File: src/rtl/sat_ctrl_pkg.sv
// Shared definitions for the clause-array sequencer: command encoding and FSM state type.
package sat_ctrl_pkg;

  localparam logic [2:0] CMD_LOAD   = 3'd0;
  localparam logic [2:0] CMD_UNLOAD = 3'd1;
  localparam logic [2:0] CMD_LEARNT = 3'd2;
  localparam logic [2:0] CMD_IMPLY  = 3'd3;
  localparam logic [2:0] CMD_BKT    = 3'd4;

  localparam int unsigned StateW = 4;

  typedef enum logic [StateW-1:0] {
    StIdle,
    StLoad,
    StRdReq,
    StRdWait,
    StRdOut,
    StLearnt,
    StImply,
    StBkt,
    StDone
  } state_e;

endpackage

File: src/rtl/onehot_slot_dec.sv
// Binary slot index plus enable to a one-hot slot strobe vector.
module onehot_slot_dec #(
  parameter int unsigned NUM_SLOTS = 8,
  localparam int unsigned IdxW = $clog2(NUM_SLOTS)
) (
  input  logic [IdxW-1:0]      idx_i,
  input  logic                 en_i,
  output logic [NUM_SLOTS-1:0] onehot_o
);

  always_comb begin
    onehot_o = '0;
    if (en_i) begin
      onehot_o[idx_i] = 1'b1;
    end
  end

endmodule

File: src/rtl/clause_array_ctrl.sv
// Clause array sequencer: load/unload clause streams, learnt insertion, implication loop and
// backtrack. All array-side strobes and data are registered.
module clause_array_ctrl
  import sat_ctrl_pkg::*;
#(
  parameter int unsigned NUM_CLAUSES = 8,
  parameter int unsigned NUM_VARS    = 8,
  parameter int unsigned WIDTH_C_LEN = 4,
  parameter int unsigned MAX_ITER    = 16
) (
  input  logic                           clk,
  input  logic                           rst,
  input  logic                           cmd_valid_i,
  output logic                           cmd_ready_o,
  input  logic [2:0]                     cmd_i,
  input  logic [$clog2(NUM_CLAUSES):0]   num_i,
  input  logic                           cl_valid_i,
  output logic                           cl_ready_o,
  input  logic [NUM_VARS*2-1:0]          cl_data_i,
  input  logic [WIDTH_C_LEN-1:0]         cl_len_i,
  output logic                           out_valid_o,
  input  logic                           out_ready_i,
  output logic [NUM_VARS*2-1:0]          out_data_o,
  output logic [NUM_CLAUSES-1:0]         wr_o,
  output logic [NUM_CLAUSES-1:0]         rd_o,
  output logic [NUM_VARS*2-1:0]          clause_o,
  output logic [WIDTH_C_LEN-1:0]         clause_len_o,
  input  logic [NUM_VARS*2-1:0]          clause_i,
  output logic                           add_learntc_en_o,
  output logic                           apply_impl_o,
  output logic                           apply_bkt_o,
  input  logic [NUM_VARS*3-1:0]          var_value_i,
  input  logic                           all_c_sat_i,
  output logic                           done_o,
  output logic                           sat_o,
  output logic                           timeout_o
);

  localparam int unsigned SlotW = $clog2(NUM_CLAUSES);
  localparam int unsigned NumW  = SlotW + 1;
  localparam int unsigned IterW = $clog2(MAX_ITER + 1);
  localparam int unsigned ClW   = NUM_VARS * 2;
  localparam int unsigned VarW  = NUM_VARS * 3;
  localparam logic [NumW-1:0]  NumMax  = NumW'(NUM_CLAUSES);
  localparam logic [IterW-1:0] IterMax = IterW'(MAX_ITER);

  state_e state_q, state_d;

  logic [NumW-1:0]        slot_q, slot_d, num_q, num_d;
  logic [IterW-1:0]       iter_q, iter_d;
  logic [VarW-1:0]        snap_q, snap_d;
  logic [ClW-1:0]         out_data_q, out_data_d;
  logic [ClW-1:0]         clause_q, clause_d;
  logic [WIDTH_C_LEN-1:0] clause_len_q, clause_len_d;
  logic [NUM_CLAUSES-1:0] wr_q, wr_d, rd_q, rd_d;
  logic                   learnt_q, learnt_d;
  logic                   impl_q, impl_d;
  logic                   bkt_q, bkt_d;
  logic                   sat_q, sat_d;
  logic                   timeout_q, timeout_d;

  logic                   cmd_acc, cl_hs, out_hs, settled, last_slot, wr_en, rd_en;
  logic [NumW-1:0]        num_clamped, slot_inc;
  logic [SlotW-1:0]       rd_idx;

  // Gated by reset so every output, including the ready, reads 0 while reset is held.
  assign cmd_ready_o = (state_q == StIdle) && rst;
  assign cl_ready_o  = ((state_q == StLoad) && (slot_q < num_q)) ||
                       ((state_q == StLearnt) && !learnt_q);
  assign out_valid_o = (state_q == StRdOut);
  assign done_o      = (state_q == StDone);

  assign cmd_acc     = cmd_valid_i && cmd_ready_o;
  assign cl_hs       = cl_valid_i && cl_ready_o;
  assign out_hs      = out_valid_o && out_ready_i;
  assign settled     = (var_value_i == snap_q);
  assign num_clamped = (num_i > NumMax) ? NumMax : num_i;
  assign slot_inc    = slot_q + NumW'(1);
  assign last_slot   = (slot_inc == num_q);
  assign wr_en       = (state_q == StLoad) && cl_hs;

  onehot_slot_dec #(
    .NUM_SLOTS(NUM_CLAUSES)
  ) u_wr_dec (
    .idx_i   (slot_q[SlotW-1:0]),
    .en_i    (wr_en),
    .onehot_o(wr_d)
  );

  onehot_slot_dec #(
    .NUM_SLOTS(NUM_CLAUSES)
  ) u_rd_dec (
    .idx_i   (rd_idx),
    .en_i    (rd_en),
    .onehot_o(rd_d)
  );

  always_ff @(posedge clk or negedge rst) begin
    if (!rst) begin
      state_q <= StIdle;
    end else begin
      state_q <= state_d;
    end
  end

  always_comb begin
    state_d = state_q;
    unique case (state_q)
      StIdle: begin
        if (cmd_acc) begin
          case (cmd_i)
            CMD_LOAD:   state_d = (num_clamped == '0) ? StDone : StLoad;
            CMD_UNLOAD: state_d = (num_clamped == '0) ? StDone : StRdReq;
            CMD_LEARNT: state_d = StLearnt;
            CMD_IMPLY:  state_d = StImply;
            CMD_BKT:    state_d = StBkt;
            default:    state_d = StDone;
          endcase
        end
      end
      StLoad:   if (slot_q == num_q) state_d = StDone;
      StRdReq:  state_d = StRdWait;
      StRdWait: state_d = StRdOut;
      StRdOut:  if (out_hs) state_d = last_slot ? StDone : StRdReq;
      StLearnt: if (learnt_q) state_d = StDone;
      // Strobe and compare cycles alternate; a compare cycle either finishes or re-strobes.
      StImply:  if (!impl_q && (settled || (iter_q == IterMax))) state_d = StDone;
      StBkt:    state_d = StDone;
      StDone:   state_d = StIdle;
      default:  state_d = StIdle;
    endcase
  end

  always_comb begin
    slot_d       = slot_q;
    num_d        = num_q;
    iter_d       = iter_q;
    snap_d       = snap_q;
    out_data_d   = out_data_q;
    sat_d        = sat_q;
    timeout_d    = timeout_q;
    clause_d     = '0;
    clause_len_d = '0;
    learnt_d     = 1'b0;
    impl_d       = 1'b0;
    bkt_d        = 1'b0;
    rd_en        = 1'b0;
    rd_idx       = '0;
    unique case (state_q)
      StIdle: begin
        if (cmd_acc) begin
          slot_d = '0;
          num_d  = num_clamped;
          iter_d = '0;
          case (cmd_i)
            CMD_UNLOAD: rd_en = (num_clamped != '0);
            CMD_IMPLY: begin
              snap_d    = var_value_i;
              impl_d    = 1'b1;
              iter_d    = IterW'(1);
              sat_d     = 1'b0;
              timeout_d = 1'b0;
            end
            CMD_BKT: bkt_d = 1'b1;
            default: ;
          endcase
        end
      end
      StLoad, StLearnt: begin
        if (cl_hs) begin
          clause_d     = cl_data_i;
          clause_len_d = cl_len_i;
          if (state_q == StLoad) begin
            slot_d = slot_inc;
          end else begin
            learnt_d = 1'b1;
          end
        end
      end
      StRdWait: out_data_d = clause_i;
      StRdOut: begin
        if (out_hs) begin
          out_data_d = '0;
          slot_d     = slot_inc;
          if (!last_slot) begin
            rd_en  = 1'b1;
            rd_idx = slot_inc[SlotW-1:0];
          end
        end
      end
      StImply: begin
        if (!impl_q) begin
          if (settled) begin
            sat_d     = all_c_sat_i;
            timeout_d = 1'b0;
          end else if (iter_q == IterMax) begin
            sat_d     = all_c_sat_i;
            timeout_d = 1'b1;
          end else begin
            snap_d = var_value_i;
            impl_d = 1'b1;
            iter_d = iter_q + IterW'(1);
          end
        end
      end
      default: ;
    endcase
  end

  always_ff @(posedge clk or negedge rst) begin
    if (!rst) begin
      slot_q       <= '0;
      num_q        <= '0;
      iter_q       <= '0;
      snap_q       <= '0;
      out_data_q   <= '0;
      clause_q     <= '0;
      clause_len_q <= '0;
      wr_q         <= '0;
      rd_q         <= '0;
      learnt_q     <= 1'b0;
      impl_q       <= 1'b0;
      bkt_q        <= 1'b0;
      sat_q        <= 1'b0;
      timeout_q    <= 1'b0;
    end else begin
      slot_q       <= slot_d;
      num_q        <= num_d;
      iter_q       <= iter_d;
      snap_q       <= snap_d;
      out_data_q   <= out_data_d;
      clause_q     <= clause_d;
      clause_len_q <= clause_len_d;
      wr_q         <= wr_d;
      rd_q         <= rd_d;
      learnt_q     <= learnt_d;
      impl_q       <= impl_d;
      bkt_q        <= bkt_d;
      sat_q        <= sat_d;
      timeout_q    <= timeout_d;
    end
  end

  assign out_data_o       = out_data_q;
  assign wr_o             = wr_q;
  assign rd_o             = rd_q;
  assign clause_o         = clause_q;
  assign clause_len_o     = clause_len_q;
  assign add_learntc_en_o = learnt_q;
  assign apply_impl_o     = impl_q;
  assign apply_bkt_o      = bkt_q;
  assign sat_o            = sat_q;
  assign timeout_o        = timeout_q;

endmodule

File: config.mk
export PLATFORM = sky130hd
export DESIGN_NAME = clause_array_ctrl
export DESIGN_NICKNAME = d
export VERILOG_FILES = /design/src/rtl/sat_ctrl_pkg.sv /design/src/rtl/onehot_slot_dec.sv /design/src/rtl/clause_array_ctrl.sv
export SDC_FILE = /design/constraint.sdc
export NUM_CORES = 1
export LEC_CHECK = 0
export BUFFER_PORTS_ARGS = -buffer_cell sky130_fd_sc_hd__buf_4
export CAP_MARGIN = 20
export CORE_MARGIN = 4
export CORE_UTILIZATION = 30
export CTS_CLUSTER_SIZE = 40
export DETAILED_ROUTE_END_ITERATION = 8
export HOLD_SLACK_MARGIN = 0.15
export PLACE_DENSITY_LB_ADDON = 0.12
export REMOVE_ABC_BUFFERS = 1
export SYNTH_ARGS = -nofsm -noshare
export SYNTH_HDL_FRONTEND = slang
export SYNTH_SLANG_ARGS = --single-unit
File: constraint.sdc
create_clock -name clk -period 3.21 [get_ports clk]
set_clock_uncertainty 0.05 [all_clocks]
set_input_delay 0.8025 -clock clk [delete_from_list [all_inputs] [get_ports clk]]
set_output_delay 0.8025 -clock clk [all_outputs]
set_load 0.05 [all_outputs]
==> flow_summary.toml, run 1 <==
[flow_run]
maxCapViolations = 0

[finish]
area.growth.synth_to_final_pct = 35.11
drive_above_1_share_pct = 36.97
post-route-util_pct = 41.95
nFillCells = 1401
final_common_cell = "buf_4"
most-common-layout-cells = "144 x buf_4, 98 x dfrtp_1, 28 x xor2_1"
multiInputGateArea_mm2 = 0.001805
nNetsFinal = 598
n_antenna_cell = 0
seqCellArea_mm2 = 0.002452

[logic_synthesis]
synth.avg_cell_area_um2 = 11.58
synth-edff-count = 0
synthTopCellsByArea = "dfrtp_1 56%, mux2_2 6.2%, xor2_1 5.6%"
ys_seq_area_share_pct = 56.03
yosys.area.top_type = "dfrtp_1"
ys_async_sr_fraction_pct = 100.0
netlist_area_mm2 = 0.004377
synthFlopType = "dfrtp_1"
ys_seq_elements = 98
synth_warnings = 0
synthCells = 378
netlist-cell-type-count = 47
yosysTopAreaCellShare_pct = 56.03

[worst_setup_path]
cp.arrival_ns = 2.20
path_cells = "ha_1 -> nand2b_1 -> a21oi_1 -> or3_1 -> a21oi_1 -> buf_4"
path_common_cell = "a21oi_1"
worstPathMaxFanout = 10
timing.rr.start = "state_q[0]$_DFFE_PN0P_"
cp.required_ns = 2.36
reg2reg_depth = 6
cp_slowest_stage_delay_ns = 0.49
slowest_stage = "dfrtp_1"
crit_path_end_kind = "output pin"
rrSetupSlack_ns = 0.68
regToRegEndpoint = "snap_q[10]$_DFFE_PN0P_"
worstSetupPathType = "register to output pin"
start_kind = "register"

[global_route]
grt_pass1_wl_um = 17280
antenna_found_initial = 0
grt_pass1_vias = 3320
grt_max_degree = 65
grt_overflow_total = 0
grt_usage_pct = 13.24

[power]
finalPower_w = 0.004865
p_leak_nw = 2.857
powerDensity_mw_per_mm2 = 822.7
ir_worst_vdd_uv = 309.7

[floorplan]
die_y_um = 128.8
fp-row-count = 43
die_width_um = 128.8
num_io_pins = 134
coreArea_mm2 = 0.01410
start_util_pct = 31.05
die_area_mm2 = 0.01659

[detailed_routing]
routed_wl_um = 10660
viasPerCell = 4.691
routedWlPerCell_um = 15.18
ant_nets = 0
drt_iter0_drc = 183
drc = 0
drt_first_pass_iters = 4
via_count = 3293

[status]
status = "complete, no violations"

[clock_network]
cts.reportedPaths.clkPinSlew_ns = 0.07
cts_buffers = 9
cts.path.max_buffers = 2
clockRootBuffer = "clkbuf_16"
insertion_delay_ns = 0.34
cts_setup_buffers = 0
htreeDepth = 3
postCtsHoldBufs = 0
cts_resized = 0
cts_tree = "built"
clkSinkCount = 98

[sta]
maxSlewHeadroom_pct = 42.94
hold_viol = 0
min_period_ns = 3.052
slew_violations = 0
hold_ws_ns = 0.2306
worst_slack_ns = 0.1581
finalSetupViolCount = 0
fin_setup_tns_ns = 0
timing.fmax_mhz = 327.7
finalCritPeriodShare_pct = 95.08
worst_pin_slew_ns = 0.8527
rsz0062_at_grt = "no"

[worst_hold_path]
min_path_type = "primary input to async pin"

[placement]
dp_slack_ns = 0.3249
portBuffers = 133
post-dp-hpwl_um = 7957
gp_congestion = 0.7546
-- power breakdown --
part | internal, W | switching (W) | total (W)
Clock | 0.000642 | 0.000451 | 0.00109
Combinational | 0.000776 | 0.00116 | 0.00193
Sequential | 0.00158 | 0.000264 | 0.00184
-- cells in the mapped netlist, drive strengths merged, types with 4 or more instances --
library cell / n
buf: 9
a21oi: 9
o31ai: 5
nor3: 13
inv: 12
mux2: 24
nor4: 11
ha: 7
nand2b: 6
and2: 22
nand3: 9
clkbuf: 6
nor2: 21
nand2: 26
dfrtp: 98
o21ai: 17
nand3b: 4
and3: 4
xor2: 28
a22o: 16
-- cell type report --
cell class | instances | share of cell area (%)
flip-flops and latches | 98 | 41.47
multi-input cells | 253 | 30.53
repair buffers | 144 | 18.28
clock buffers | 11 | 4.274
well taps | 180 | 3.809
clock inverters | 4 | 0.8675
inverters | 12 | 0.7617
-- critical path, delay by kind of cell (launching register included) --
family / cells / cell delay [ns]
flops: 1 / 0.49
compound gates: 2 / 0.33
simple gates: 2 / 0.43
buf+inv: 1 / 0.25
fa+ha+maj: 1 / 0.36
-- layer usage --
layer | GRT usage [%] | share of wire, %
met1 | 18.17 | 44
met2 | 19.70 | 47
met3 | 3.362 | 6.4
met4 | 6.053 | 2.3
met5 | 0 | 0
-- flip-flops by register name, indices dropped and copies added, names as in the netlist --
name,count
slot_q,4
out_data_o,16
snap_q,24
apply_bkt_o,1
apply_impl_o,1
sat_o,1
num_q,4
state_q,4
timeout_o,1
clause_o,16
iter_q,5
wr_o,8
add_learntc_en_o,1
rd_o,8
clause_len_o,4
-- how the worst max path moves through the flow --
stage,startpoint,slack [ns],end
final,slot_q[1]$_DFFE_PN0P_,0.16,cl_ready_o
after global routing,slot_q[1]$_DFFE_PN0P_,0.04,cl_ready_o
after CTS,slot_q[1]$_DFFE_PN0P_,0.12,cl_ready_o
after detailed placement,var_value_i[3],0.32,snap_q[0]$_DFFE_PN0P_
after global placement,var_value_i[3],0.37,snap_q[16]$_DFFE_PN0P_
after floorplan,state_q[2]$_DFFE_PN0P_,-0.62,out_data_o[0]$_DFFE_PN0P_
-- cell families (layout without fill, tap and decap cells) --
group,Yosys count,after routing,share of synthesized area (%)
AND/OR/NAND/NOR,126,126,15.95
flip-flops,98,98,56.03
AO/OA/AOI/OAI,63,63,10.35
XOR/XNOR,31,31,6.204
buffers and inverters,27,171,2.830
multiplexers,26,26,6.632
adder cells (fa/ha/maj),7,7,2.001
-- metrics by stage --
| step | instances | instance area, um2 |
|---|---|---|
| after floorplan | 363 | 4298 |
| after global placement | 687 | 5609 |
| after detailed placement | 687 | 5609 |
| after CTS | 702 | 5913 |
| after global routing | 702 | 5913 |
| final | 702 | 5913 |
(Power assumes the default switching activity.)
==> run 2, diff against run 1 <==
--- a/config.mk
+++ b/config.mk
@@ -12,6 +12,7 @@
 export CTS_CLUSTER_SIZE = 40
 export DETAILED_ROUTE_END_ITERATION = 8
 export HOLD_SLACK_MARGIN = 0.15
+export MAX_ROUTING_LAYER = met4
 export PLACE_DENSITY_LB_ADDON = 0.12
 export REMOVE_ABC_BUFFERS = 1
 export SYNTH_ARGS = -nofsm -noshare
==> run 2 against run 1 <==
Compared with the run above: clock-buffer cell count unchanged; maximum frequency is essentially flat; combinational power hardly changed; sequential power hardly changed; global-route usage grew 0.42 points; core utilization did not move.
==> flow_summary.toml, run 2 (synthesis gave the netlist of run 1 again) <==
[status]
status = "complete, no violations"

[worst_setup_path]
slowest_stage = "dfrtp_1"
regToRegEndpoint = "snap_q[10]$_DFFE_PN0P_"
path_cells = "ha_1 -> nand2b_1 -> a21oi_1 -> or3_1 -> a21oi_1 -> buf_4"
path_common_cell = "a21oi_1"
cp.arrival_ns = 2.20
timing.rr.start = "state_q[0]$_DFFE_PN0P_"
path_buf_inv = 1
crit_path_end_kind = "output pin"
start_kind = "register"
setup.worst_path.start = "slot_q[1]$_DFFE_PN0P_"
worstPathMaxFanout = 10
cp.depth = 6
cpLargestDelayFamily = "flip-flops"
worstSetupPathType = "register to output pin"
rrSetupSlack_ns = 0.68
cp.required_ns = 2.36
crit_end = "cl_ready_o"
reg2reg_depth = 6
cp_slowest_stage_delay_ns = 0.49

[floorplan]
die_area_mm2 = 0.01659
die_width_um = 128.8
fp-row-count = 43
die_y_um = 128.8
start_util_pct = 31.05
num_io_pins = 134
coreArea_mm2 = 0.01410

[placement]
dp_slack_ns = 0.3249
post-dp-hpwl_um = 7957
portBuffers = 133
place_area_mm2 = 0.005609
gp_congestion = 0.7643

[sta]
worst_slack_ns = 0.1552
hold_viol = 0
maxSlewHeadroom_pct = 43.12
fin_setup_tns_ns = 0
finalCritPeriodShare_pct = 95.17
slew_violations = 0
timing.fmax_mhz = 327.4
worst_pin_slew_ns = 0.8500
rsz0062_at_grt = "no"
min_period_ns = 3.055
finalSetupViolCount = 0

[global_route]
grt_pass1_wl_um = 17280
grt_pass1_vias = 3316
antenna_found_initial = 0
grt_util_met1_pct = 18.65
grt_max_degree = 65
busiest_layer = "met2"
grt_overflow_total = 0
grt_usage_pct = 13.67
grt_use_met2_pct = 19.73
grtUsageMet3_pct = 2.657

[finish]
seqCellArea_mm2 = 0.002452
drive_above_1_share_pct = 36.97
regMostFlops = "snap_q"
area.growth.synth_to_final_pct = 35.11
multiInputGateArea_mm2 = 0.001805
design_area_mm2 = 0.005913
nNetsFinal = 598
most-common-layout-cells = "144 x buf_4, 98 x dfrtp_1, 28 x xor2_1"
nFillCells = 1401
n_antenna_cell = 0
final_common_cell = "buf_4"
largest_reg_flops = 24

[clock_network]
cts_tree = "built"
cts_buffers = 9
insertion_delay_ns = 0.34
clockRootBuffer = "clkbuf_16"
cts.path.max_buffers = 2
postCtsHoldBufs = 0
cts.reportedPaths.clkPinSlew_ns = 0.07
clkSinkCount = 98
htreeDepth = 3
cts_setup_buffers = 0
cts_resized = 0

[power]
combPwrFrac_pct = 39.7
p_switching_w = 0.001872
p_leak_nw = 2.857
ir_worst_vdd_uv = 310.1
switching_share_pct = 38.47
p_int_w = 0.002995
p_clk_share_pct = 22.5
powerDensity_mw_per_mm2 = 823.0
power_frac_seq_pct = 37.8

[flow_run]
maxCapViolations = 0

[detailed_routing]
viasPerCell = 4.689
drc = 0
routed_wl_um = 10700
drt_iter0_drc = 169
routedWlPerCell_um = 15.25
drt_first_pass_iters = 4
ant_nets = 0
via_count = 3292

[worst_hold_path]
min_path_type = "primary input to async pin"
-- run 2: worst reg2reg max path, cell delays in order, from the launching register on --
cell and delay [ns]:
dfrtp_1 0.50, nor2_1 0.20, nand3_1 0.14, nor3_2 0.26
inv_1 0.13, o21ai_4 0.70, mux2_2 0.43
-- run 2: layout make-up --
type                    count  area share, %
flip-flops and latches     98          41.47
multi-input cells         253          30.53
repair buffers            144          18.28
clock buffers              11          4.274
well taps                 180          3.809
clock inverters             4         0.8675
inverters                  12         0.7617
-- run 2: worst min path at each step --
stage	startpoint	to	slack, ns	depth (start not counted)
after floorplan	num_q[0]$_DFFE_PN0P_	num_q[0]$_DFFE_PN0P_	0.39	2
after global placement	out_data_o[5]$_DFFE_PN0P_	out_data_o[5]$_DFFE_PN0P_	0.44	1
after detailed placement	num_q[0]$_DFFE_PN0P_	num_q[0]$_DFFE_PN0P_	0.42	2
after CTS	rst	num_q[3]$_DFFE_PN0P_	0.22	1
after global routing	rst	num_q[2]$_DFFE_PN0P_	0.22	1
final	rst	num_q[3]$_DFFE_PN0P_	0.23	1
-- run 2: layer usage --
metal	part of all wire [%]	vias to the layer above
li1	-	1610
met4	2.2	0
met5	0	-
met2	47	96
met3	4.8	14
met1	46	1572
-- run 2: power by group through the flow --
stage | combinational, W | sequential [W] | clock [W]
2_1_floorplan | 0.000908 | 0.00226 | 0
3_3_place_gp | 0.00193 | 0.00185 | 0
3_5_place_dp | 0.00195 | 0.00186 | 0
4_1_cts | 0.00196 | 0.00184 | 0.00114
5_1_grt | 0.00211 | 0.00189 | 0.00119
6_report | 0.00193 | 0.00184 | 0.00110
-- run 2: through the flow --
step	total power [W]	hold WS [ns]	util [%]	cells
after floorplan	0.003169	0.3928	-	363
after global placement	0.003789	0.4354	39.79	687
after detailed placement	0.003814	0.4215	39.79	687
after CTS	0.004941	0.2152	41.95	702
after global routing	0.005189	0.2210	41.95	702
final	0.004867	0.2310	41.95	702
